$ cat src/rtl/bs_result_writer.sv
// Round-robin result writer: drains NUM_ENG Black-Scholes engines into a circular result region.
// Optional RESULT_CHECKSUM_EN appends an XOR checksum write (WR_SUM) at batch completion.
module bs_result_writer #(
  parameter int          NUM_ENG        = 4,
  parameter logic [31:0] BASE_ADDR      = 32'h0000_0400,
  parameter int          REGION_ENTRIES = 64,
  parameter int          CNT_W          = 16
) (
  input  logic                 clock,
  input  logic                 reset,
  input  logic [NUM_ENG-1:0]   result_valid,
  input  logic [NUM_ENG*32-1:0] result_id,
  input  logic [NUM_ENG*32-1:0] result_price,
  output logic [NUM_ENG-1:0]   result_ack,
  input  logic                 count_load,
  input  logic [CNT_W-1:0]     expected_count,
  output logic                 mem_en,
  output logic [3:0]           mem_we,
  output logic [31:0]          mem_addr,
  output logic [31:0]          mem_data,
  output logic [CNT_W-1:0]     results_written,
  output logic                 all_done,
  output logic                 busy
);

  localparam int GW = (NUM_ENG > 1) ? $clog2(NUM_ENG) : 1;
  localparam logic [31:0] LAST_ADDR =
    BASE_ADDR + 32'(8 * (REGION_ENTRIES - 1));
`ifdef RESULT_CHECKSUM_EN
  localparam logic [31:0] SUM_ADDR =
    BASE_ADDR + 32'(8 * REGION_ENTRIES);
`endif

  typedef enum logic [1:0] {
    ARB,
    WR_ID,
    WR_PRICE
`ifdef RESULT_CHECKSUM_EN
    , WR_SUM
`endif
  } state_t;

  state_t             r_state;
  logic [GW-1:0]      r_rr_last;
  logic [31:0]        r_id;
  logic [31:0]        r_price;
  logic [31:0]        r_wr_ptr;
  logic [CNT_W-1:0]   r_expected;
`ifdef RESULT_CHECKSUM_EN
  logic [31:0]        r_sum;
`endif

  logic [GW-1:0]      w_grant;
  logic [GW-1:0]      w_idx;
  logic               w_any;
  logic [31:0]        w_id;
  logic [31:0]        w_price;
  logic [NUM_ENG-1:0] w_onehot;
  logic               w_done_hit;

  // Walk from farthest to nearest so the engine right after rr_last wins.
  always_comb begin
    w_grant = '0;
    w_idx   = '0;
    w_any   = 1'b0;
    for (int i = NUM_ENG; i >= 1; i--) begin
      w_idx = GW'((int'(r_rr_last) + i) % NUM_ENG);
      if (result_valid[w_idx]) begin
        w_grant = w_idx;
        w_any   = 1'b1;
      end
    end
  end

  assign w_id     = result_id[w_grant*32 +: 32];
  assign w_price  = result_price[w_grant*32 +: 32];
  assign w_onehot = NUM_ENG'(1) << w_grant;
  assign w_done_hit = (r_expected != '0) &&
    ((results_written + CNT_W'(1)) == r_expected);

  always_ff @(posedge clock or posedge reset) begin
    if (reset) begin
      r_state         <= ARB;
      r_rr_last       <= GW'(NUM_ENG - 1);
      r_id            <= '0;
      r_price         <= '0;
      r_wr_ptr        <= BASE_ADDR;
      r_expected      <= '0;
      result_ack      <= '0;
      mem_en          <= 1'b0;
      mem_we          <= 4'h0;
      mem_addr        <= '0;
      mem_data        <= '0;
      results_written <= '0;
      all_done        <= 1'b0;
      busy            <= 1'b0;
`ifdef RESULT_CHECKSUM_EN
      r_sum           <= '0;
`endif
    end else begin
      unique case (r_state)
        ARB: begin
          mem_en     <= 1'b0;
          mem_we     <= 4'h0;
          result_ack <= '0;
          busy       <= 1'b0;
          if (count_load) begin
            r_expected      <= expected_count;
            results_written <= '0;
            all_done        <= 1'b0;
            r_wr_ptr        <= BASE_ADDR;
`ifdef RESULT_CHECKSUM_EN
            r_sum           <= '0;
`endif
          end
          if (w_any) begin
            r_id       <= w_id;
            r_price    <= w_price;
            r_rr_last  <= w_grant;
            result_ack <= w_onehot;
            mem_en     <= 1'b1;
            mem_we     <= 4'hF;
            mem_addr   <= count_load ? BASE_ADDR : r_wr_ptr;
            mem_data   <= w_id;
            busy       <= 1'b1;
            r_state    <= WR_ID;
          end
        end
        WR_ID: begin
          result_ack <= '0;
          mem_addr   <= r_wr_ptr + 32'd4;
          mem_data   <= r_price;
          r_state    <= WR_PRICE;
        end
        WR_PRICE: begin
          mem_en  <= 1'b0;
          mem_we  <= 4'h0;
          busy    <= 1'b0;
          r_state <= ARB;
          r_wr_ptr <= (r_wr_ptr == LAST_ADDR) ?
            BASE_ADDR : r_wr_ptr + 32'd8;
          if (results_written != '1)
            results_written <= results_written + CNT_W'(1);
`ifdef RESULT_CHECKSUM_EN
          r_sum <= r_sum ^ r_id ^ r_price;
          if (w_done_hit) begin
            mem_en   <= 1'b1;
            mem_we   <= 4'hF;
            mem_addr <= SUM_ADDR;
            mem_data <= r_sum ^ r_id ^ r_price;
            busy     <= 1'b1;
            r_state  <= WR_SUM;
          end
`else
          if (w_done_hit)
            all_done <= 1'b1;
`endif
        end
`ifdef RESULT_CHECKSUM_EN
        WR_SUM: begin
          mem_en   <= 1'b0;
          mem_we   <= 4'h0;
          busy     <= 1'b0;
          all_done <= 1'b1;
          r_state  <= ARB;
        end
`endif
        default: r_state <= ARB;
      endcase
    end
  end

endmodule

$ cat config.mk
export PLATFORM = sky130hd
export DESIGN_NAME = bs_result_writer
export DESIGN_NICKNAME = d
export VERILOG_FILES = /design/src/rtl/bs_result_writer.sv
export SDC_FILE = /design/constraint.sdc
export NUM_CORES = 1
export LEC_CHECK = 0
export CELL_PAD_IN_SITES_DETAIL_PLACEMENT = 2
export CELL_PAD_IN_SITES_GLOBAL_PLACEMENT = 2
export CORE_UTILIZATION = 27
export CTS_CLUSTER_DIAMETER = 100
export CTS_CLUSTER_SIZE = 28
export DETAILED_ROUTE_END_ITERATION = 8
export PLACE_DENSITY_LB_ADDON = 0.25
export SLEW_MARGIN = 20
export SYNTH_ARGS = -nofsm -noshare
export SYNTH_HDL_FRONTEND = slang
export SYNTH_SLANG_ARGS = --single-unit
$ cat constraint.sdc
create_clock -name clock -period 9.09 [get_ports clock]
set_input_delay 1.818 -clock clock [delete_from_list [all_inputs] [get_ports clock]]
set_output_delay 1.818 -clock clock [all_outputs]
set_load 0.01 [all_outputs]
# Word level (Yosys, flattened, before mapping)
# Index checks and enable logic that the tools add are counted.
# op_classes
n_shift,3
reduce_logical,10
n_mux,37
n_addsub,7
n_lt_le_gt_ge,4
eq_ne,9
# op_table
operator,count
$shiftx 128x8->32,2
$pmux 32 s2,3
$mux 32,4
$add 32x3->32 const B,1
$add 32x4->32 const B,1
$eq 32x11->1 const B,1
$mux 16,2
$pmux 16 s2,1
$add 16x1->16 const B,1
$eq 16x16->1,1
$ne 16x16->1 const B,1
$pmux 4 s2,2
$reduce_bool 16->1,1
$lt 2x3->1 const B,4
$mux 1,11
$mux 2,5
$bmux 1 s2,4
$mux 4,2
$ne 2x2->1 const B,4
$reduce_and 2->1,3
$reduce_and 3->1,2
$add 2x1->2 const B,2
$add 2x2->2 const B,2
$pmux 1 s2,2
7 further kinds,8
# totals
inputBits,279
word_cells,82
out_inout_bits,91
regBits,174

# Logic depth before layout (Yosys ltp)
# Gate-level depths: netlist of the first run.
# depth
depth_word,10
ltp_mapped,10
ltp_nobuf,8

# Least setup slack after synthesis of the first run
# OpenSTA, ideal clock, no wires.
# synth_path
path_kind,in2reg
start,input result_valid[2]
end,register r_price[0]
setup_time_ns,0.095
path_slack_ns,5.646
path_buffers,2
t_required_ns,8.995
cell_stages,8
arrival_ns,3.348
cell_sequence,or4_1 nor2_1 nor2_1 nand2_1 buf_2 buf_1 nand2_1 o31ai_1
# synth_between
elab_chain_cells,7
elab_cells_between_ends,18
classes_between,shift: 1; mux: 16; reduce/logical: 1
# synth_rtl
item,line,text
"start, declared",11,"input logic [NUM_ENG-1:0] result_valid,"
$bmux 1 s2,68,if (result_valid[w_idx]) begin
$mux 1 (not written as such),68,
$mux 2 / $mux 1 (equally long branches) (4 in a row),68,
$shiftx 128x8->32 / $reduce_and 2->1 (equally long branches),--,
"end signal, assigned",118,r_price <= w_price;
"end, declared",46,logic [31:0] r_price;
# Several ways; a longest one is shown, not always the timed one. The select of a mux whose other input is x is not followed.
# A chain may end at the register's enable or synchronous reset.

# Worst setup path after layout of the first run
# layout_path
start,input result_valid[3]
end,register result_ack[3]
# layout_between
elab_chain_cells,9
elab_cells_between_ends,19
classes_between,shift: 1; mux: 18
# layout_rtl
item,line,text
$bmux 1 s2,68,
$mux 1 (not written as such),68,
$mux 2 (4 in a row),68,
$shl 1x2->4,77,assign w_onehot = NUM_ENG'(1) << w_grant;
$mux 4 *,116,if (w_any) begin
$pmux 4 s2 *,101,unique case (r_state)
"end signal, assigned",120,result_ack <= w_onehot;
"end, declared",14,"output logic [NUM_ENG-1:0] result_ack,"
# Mark *: on every way between the ends. The rest lies on a longest branch, timed or not. The select of a mux whose other input is x is not followed.

==> results of run 1 <==
worst max-delay path: cells and delay by family:
| family | cells | cell delay [ns] |
|---|---|---|
| AO/OA/AOI/OAI | 1 | 0.41 |
| buffers and inverters | 4 | 1.94 |
| AND/OR/NAND/NOR | 4 | 0.97 |
final cells by class:
class | instances | share of cell area [%]
clock buffer | 21 | 3.06
tap | 511 | 4.25
clock inverter | 11 | 1.29
timing repair buffer | 380 | 25.1
sequential | 170 | 28.3
antenna | 6 | 0.0999
inverter | 11 | 0.308
multi-input combinational | 999 | 37.5
layer usage:
metal	GRT usage [%]	routed length, µm
met5	0	130
met4	7.81	997
met3	6.81	2700
met2	41.9	23300
met1	25.7	18100
worst paths after layout:
| kind | start | end | slack (ns) | cells past startpoint |
|---|---|---|---|---|
| setup reg to reg | r_state[1]$_DFFE_PP0P_ | mem_addr[16]$_DFFE_PP0P_ | 5.70 | 5 |
| max in group asynchronous | reset | mem_data[0]$_DFFE_PP0P_ | 5.36 | 4 |
| hold / removal | r_price[22]$_DFFE_PP0P_ | r_price[22]$_DFFE_PP0P_ | 0.47 | 2 |
| hold reg to reg | r_price[22]$_DFFE_PP0P_ | r_price[22]$_DFFE_PP0P_ | 0.47 | 2 |
| min in group asynchronous | reset | mem_addr[0]$_DFFE_PP0P_ | 1.91 | 2 |
| setup / recovery | result_valid[3] | result_ack[3]$_DFFE_PP0P_ | 4.17 | 9 |
cells in the mapped netlist, types with 5 or more instances:
cell,number
nand2_1,305
dfrtp_1,167
a21oi_1,112
o21ai_0,105
and3_1,70
clkbuf_1,70
o31ai_1,49
or3_1,40
nor2_1,37
a22o_1,33
nand3_1,33
buf_2,22
mux2_2,21
nand4_1,19
o211ai_1,15
xnor2_1,15
nor3_1,14
a31oi_1,13
nor4_1,13
o21a_1,13
inv_1,10
o311ai_0,10
buf_1,8
and2_1,7
buf_4,7
nor2b_1,7
xor2_1,7
nand2b_1,5
or4_1,5
power groups by stage:
| stage | Sequential (mW) | Clock, mW | Combinational, mW |
|---|---|---|---|
| CTS | 1.21 | 0.851 | 2.14 |
| finish | 1.21 | 0.827 | 2.08 |
| floorplan | 1.20 | 0 | 1.24 |
| global placement | 1.21 | 0 | 2.07 |
| detailed placement | 1.22 | 0 | 2.13 |
| global route | 1.25 | 0.875 | 2.30 |
sequential cells by signal, indices dropped and copies added (netlist names):
name	count
all_done	1
mem_addr	32
mem_data	32
mem_we	1
r_expected	16
r_price	32
r_rr_last	2
r_state	2
r_wr_ptr	32
result_ack	4
results_written	16
logic make-up (layout without fill, tap and decap cells):
group / count (synthesis) / in the layout / synth area share [%]
simple gates: 574 / 574 / 26.5
other cells: 0 / 6 / 0
buf+inv: 123 / 423 / 5.26
fa+ha+maj: 4 / 4 / 0.482
flops: 170 / 170 / 41.0
mux: 24 / 24 / 2.57
xor+xnor: 22 / 22 / 1.86
compound gates: 375 / 375 / 22.4
==> impl_metrics.ini, run 1 <==
[run_status]
status = complete, no violations

[synth]
synth_area_leaders = dfrtp_1 (40%), nand2_1 (11%), a21oi_1 (5.4%)
yosys_warnings = 0
synth_cell_type_count = 62
avgSynthCellArea_um2 = 8.04
async_reset_ff_share_pct = 100
synth_ff_type = dfrtp_1
ys_seq_area_share_pct = 41.0
yosysTopAreaCellShare_pct = 40.2
ys_seq_elements = 170
synth_edf_count = 0
syn-num-nets = 1575
synthCells = 1292
synth_area_mm2 = 0.0104
yosys.area.top_type = dfrtp_1

[worst_setup_path]
crit_chain = clkdlybuf4s50_1, or4_1, nor2_1, nor2_4, buf_4, nand2_2, buf_4, inv_2, a32o_1
worstPathRequired_ns = 9.42
max_stage_delay_ns = 0.59
setup.worst_path.class = in -> reg
crit_slowest_cell = buf_4
cp-start-kind = input port
critPathMaxFanout = 70
end_kind = flip-flop
arrival_ns = 5.25
cpMostUsedCell = buf_4

[clock_network]
root_buffer = clkbuf_16
cts_tree = built
hold_buffers = 0
htreeDepth = 4
clockBufferDepth = 2
cts_buffers = 17
cts-resized-gates = 0
path_clk_slew_ns = 0.07
insertion_delay_ns = 0.45
post_cts_buffers = 0
cts.sinks = 170

[hold_path]
hold_class = reg -> reg

[finish]
stdcell_area_mm2 = 0.0150
area_growth_pct = 44.7
layout_commonest_cell = clkdlybuf4s50_1
seq_area_mm2 = 0.00426
layout_common_cells = clkdlybuf4s50_1 (369), nand2_1 (304), dfrtp_1 (167)
fill_cells = 4224
fin_nets = 1862
multi_input_area_mm2 = 0.00564
instances_no_fill = 2109
drive_above_1_share_pct = 5.65
final_core_util_pct = 39.8

[power]
p_leak_nw = 6.07
power.internal_mw = 2.39
p_sw_mw = 1.73
power_mw = 4.12
power.share.sequential_pct = 29.4
power_density_mw_per_mm2 = 274
power_frac_comb_pct = 50.5
p_clk_share_pct = 20.1
vdd_ir_drop_max_mv = 0.134
p_sw_share_pct = 41.9

[grt]
grt_max_degree = 86
grt_pass1_wl_mm = 69.3
grt_usage_pct = 23.2
antenna_found_initial = 15
globalRouteOverflowTotal = 0
grt_pass1_vias = 12000

[sta]
maxSlewHeadroom_pct = 25.6
setup_viol = 0
holdWs_ns = 0.474
layout_setup_ws_ns = 4.17
post-route-period-util_pct = 54.1
worstMarginPinSlew_ns = 1.11
drv_slew = 0
tns_ns = 0
finalCriticalPeriod_ns = 4.92
max_freq_mhz = 203
hold_viol = 0
rsz0062_at_grt = false
clock_skew_ns = 0.0115

[routing]
drt_pass1_iterations = 5
drtIter0Drc = 387
wire_per_inst_um = 21.4
vias = 11000
vias_per_cell = 5.23
drc = 0
wirelength_mm = 45.2
final_antenna_net_count = 0

[floorplanning]
die_w_um = 198
chipHeight_um = 198
io_pins = 370
row_count = 71
start_util_pct = 27.5
die_area_mm2 = 0.0393
core_mm2 = 0.0378

[placed_design]
place_ws_ns = 3.64
placedInstanceArea_mm2 = 0.0144
place_inst = 2071
place.gp.congestion = 0.813
dpl.hpwl_mm = 33.0
numPortBuffers = 369

[run]
max_cap_viol_count = 0
No activity file was read; power rests on OpenSTA's default activity.
==> run 2: changes to the inputs <==
CORE_UTILIZATION = 23   (was 27)
clock period = 4.5 ns   (was 9.09 ns; I/O delays follow)
==> impl_metrics.ini, run 2 (synthesis gave the netlist of run 1 again) <==
[sta]
rsz0062_at_grt = false
clock_skew_ns = 0.0101
max_freq_mhz = 333
tns_ns = 0
setup_viol = 0
post-route-period-util_pct = 66.8
worstMarginPinSlew_ns = 0.988
hold_viol = 0
finalCriticalPeriod_ns = 3.01
drv_slew = 0
maxSlewHeadroom_pct = 33.9

[power]
power_density_mw_per_mm2 = 545
power_mw = 8.28
p_leak_nw = 6.10
vdd_ir_drop_max_mv = 0.428

[clock_network]
insertion_delay_ns = 0.46
cts.sinks = 170
cts_buffers = 17
post_cts_buffers = 0
htreeDepth = 4
hold_buffers = 0
path_clk_slew_ns = 0.07
clockBufferDepth = 2
root_buffer = clkbuf_16
cts_tree = built
cts-resized-gates = 0

[routing]
wirelength_mm = 47.1
drc = 0
vias_per_cell = 5.05
drtIter0Drc = 466
final_antenna_net_count = 0
vias = 11100
wire_per_inst_um = 21.4
drt_pass1_iterations = 6

[finish]
layout_commonest_cell = clkdlybuf4s50_1
drive_above_1_share_pct = 6.30
area_growth_pct = 46.4
final_core_util_pct = 34.2
fill_cells = 4990
layout_common_cells = clkdlybuf4s50_1 (369), nand2_1 (304), dfrtp_1 (167)
fin_nets = 1872

[worst_setup_path]
ff2ff_setup_slack_ns = 1.62
end_kind = flip-flop
cp-start-kind = input port
setup.worst_path.class = in -> reg
crit_slowest_cell = and3_4
arrival_ns = 3.35
max_stage_delay_ns = 0.64
worstPathRequired_ns = 4.85
critPathMaxFanout = 48
crit_chain = clkdlybuf4s50_1, a21boi_0, o21bai_1, and3_4, buf_4, nand2_1, and3_1, o31ai_1

[run_status]
status = complete, no violations

[floorplanning]
chipHeight_um = 215
die_area_mm2 = 0.0460
die_w_um = 215
row_count = 77
start_util_pct = 23.4
core_mm2 = 0.0444
io_pins = 370

[grt]
antenna_found_initial = 18
grt_usage_pct = 20.6
grt_pass1_vias = 12400
grt_pass1_wl_mm = 73.9
globalRouteOverflowTotal = 0
grt_max_degree = 70

[run]
max_cap_viol_count = 0

[placed_design]
place.gp.congestion = 0.805
dpl.hpwl_mm = 35.1
numPortBuffers = 369

[hold_path]
hold_class = reg -> reg
==> run 2: stage by stage <==
stage	hold WS, ns	instance area (µm²)	worst slack (ns)	cells
3_5_place_dp	0.469	14600	0.997	2162
6_report	0.477	15200	1.49	2201
5_1_grt	0.506	15200	1.31	2201
2_1_floorplan	0.442	10400	1.43	1292
3_3_place_gp	0.459	14600	1.11	2162
4_1_cts	0.485	15200	1.48	2194
==> run 2: where the power goes <==
part           internal [mW]  switching, mW  leakage (nW)
logic                   1.84           2.50          3.68
registers               2.05          0.406          2.15
clock network          0.782          0.701         0.274
total                   4.67           3.61          6.10
==> run 2: path summary, 6_finish.rpt <==
check	start	to	cells past startpoint
max	result_valid[0]	r_price[16]$_DFFE_PP0P_	8
min	r_price[3]$_DFFE_PP0P_	r_price[3]$_DFFE_PP0P_	2
max reg2reg	results_written[0]$_DFFE_PP0P_	all_done$_DFFE_PP0P_	7
min reg2reg	r_price[3]$_DFFE_PP0P_	r_price[3]$_DFFE_PP0P_	2
max in group asynchronous	reset	r_wr_ptr[10]$_DFFE_PP1P_	3
min in group asynchronous	reset	r_expected[9]$_DFFE_PP0P_	2
==> run 2: area by class of cell <==
class,instances,area (µm²),share of cell area [%]
Multi-Input combinational cell,999,5640,37.1
Inverter,11,45.0,0.296
Tap cell,592,741,4.87
Clock buffer,19,443,2.91
Sequential cell,170,4260,28.0
Clock inverter,13,118,0.774
Antenna cell,7,17.5,0.115
Timing Repair Buffer,390,3940,25.9
==> run 2: critical path, delay by kind of cell <==
family	cells	cell delay [ns]
AO/OA/AOI/OAI	3	0.62
AND/OR/NAND/NOR	3	0.92
buffers and inverters	2	0.90
==> run 2: layer usage <==
metal  track usage [%]  routed length (µm)
met5                 0                 116
met4              6.71                 959
met3              5.77                2790
met2              35.9               23500
met1              24.3               19700
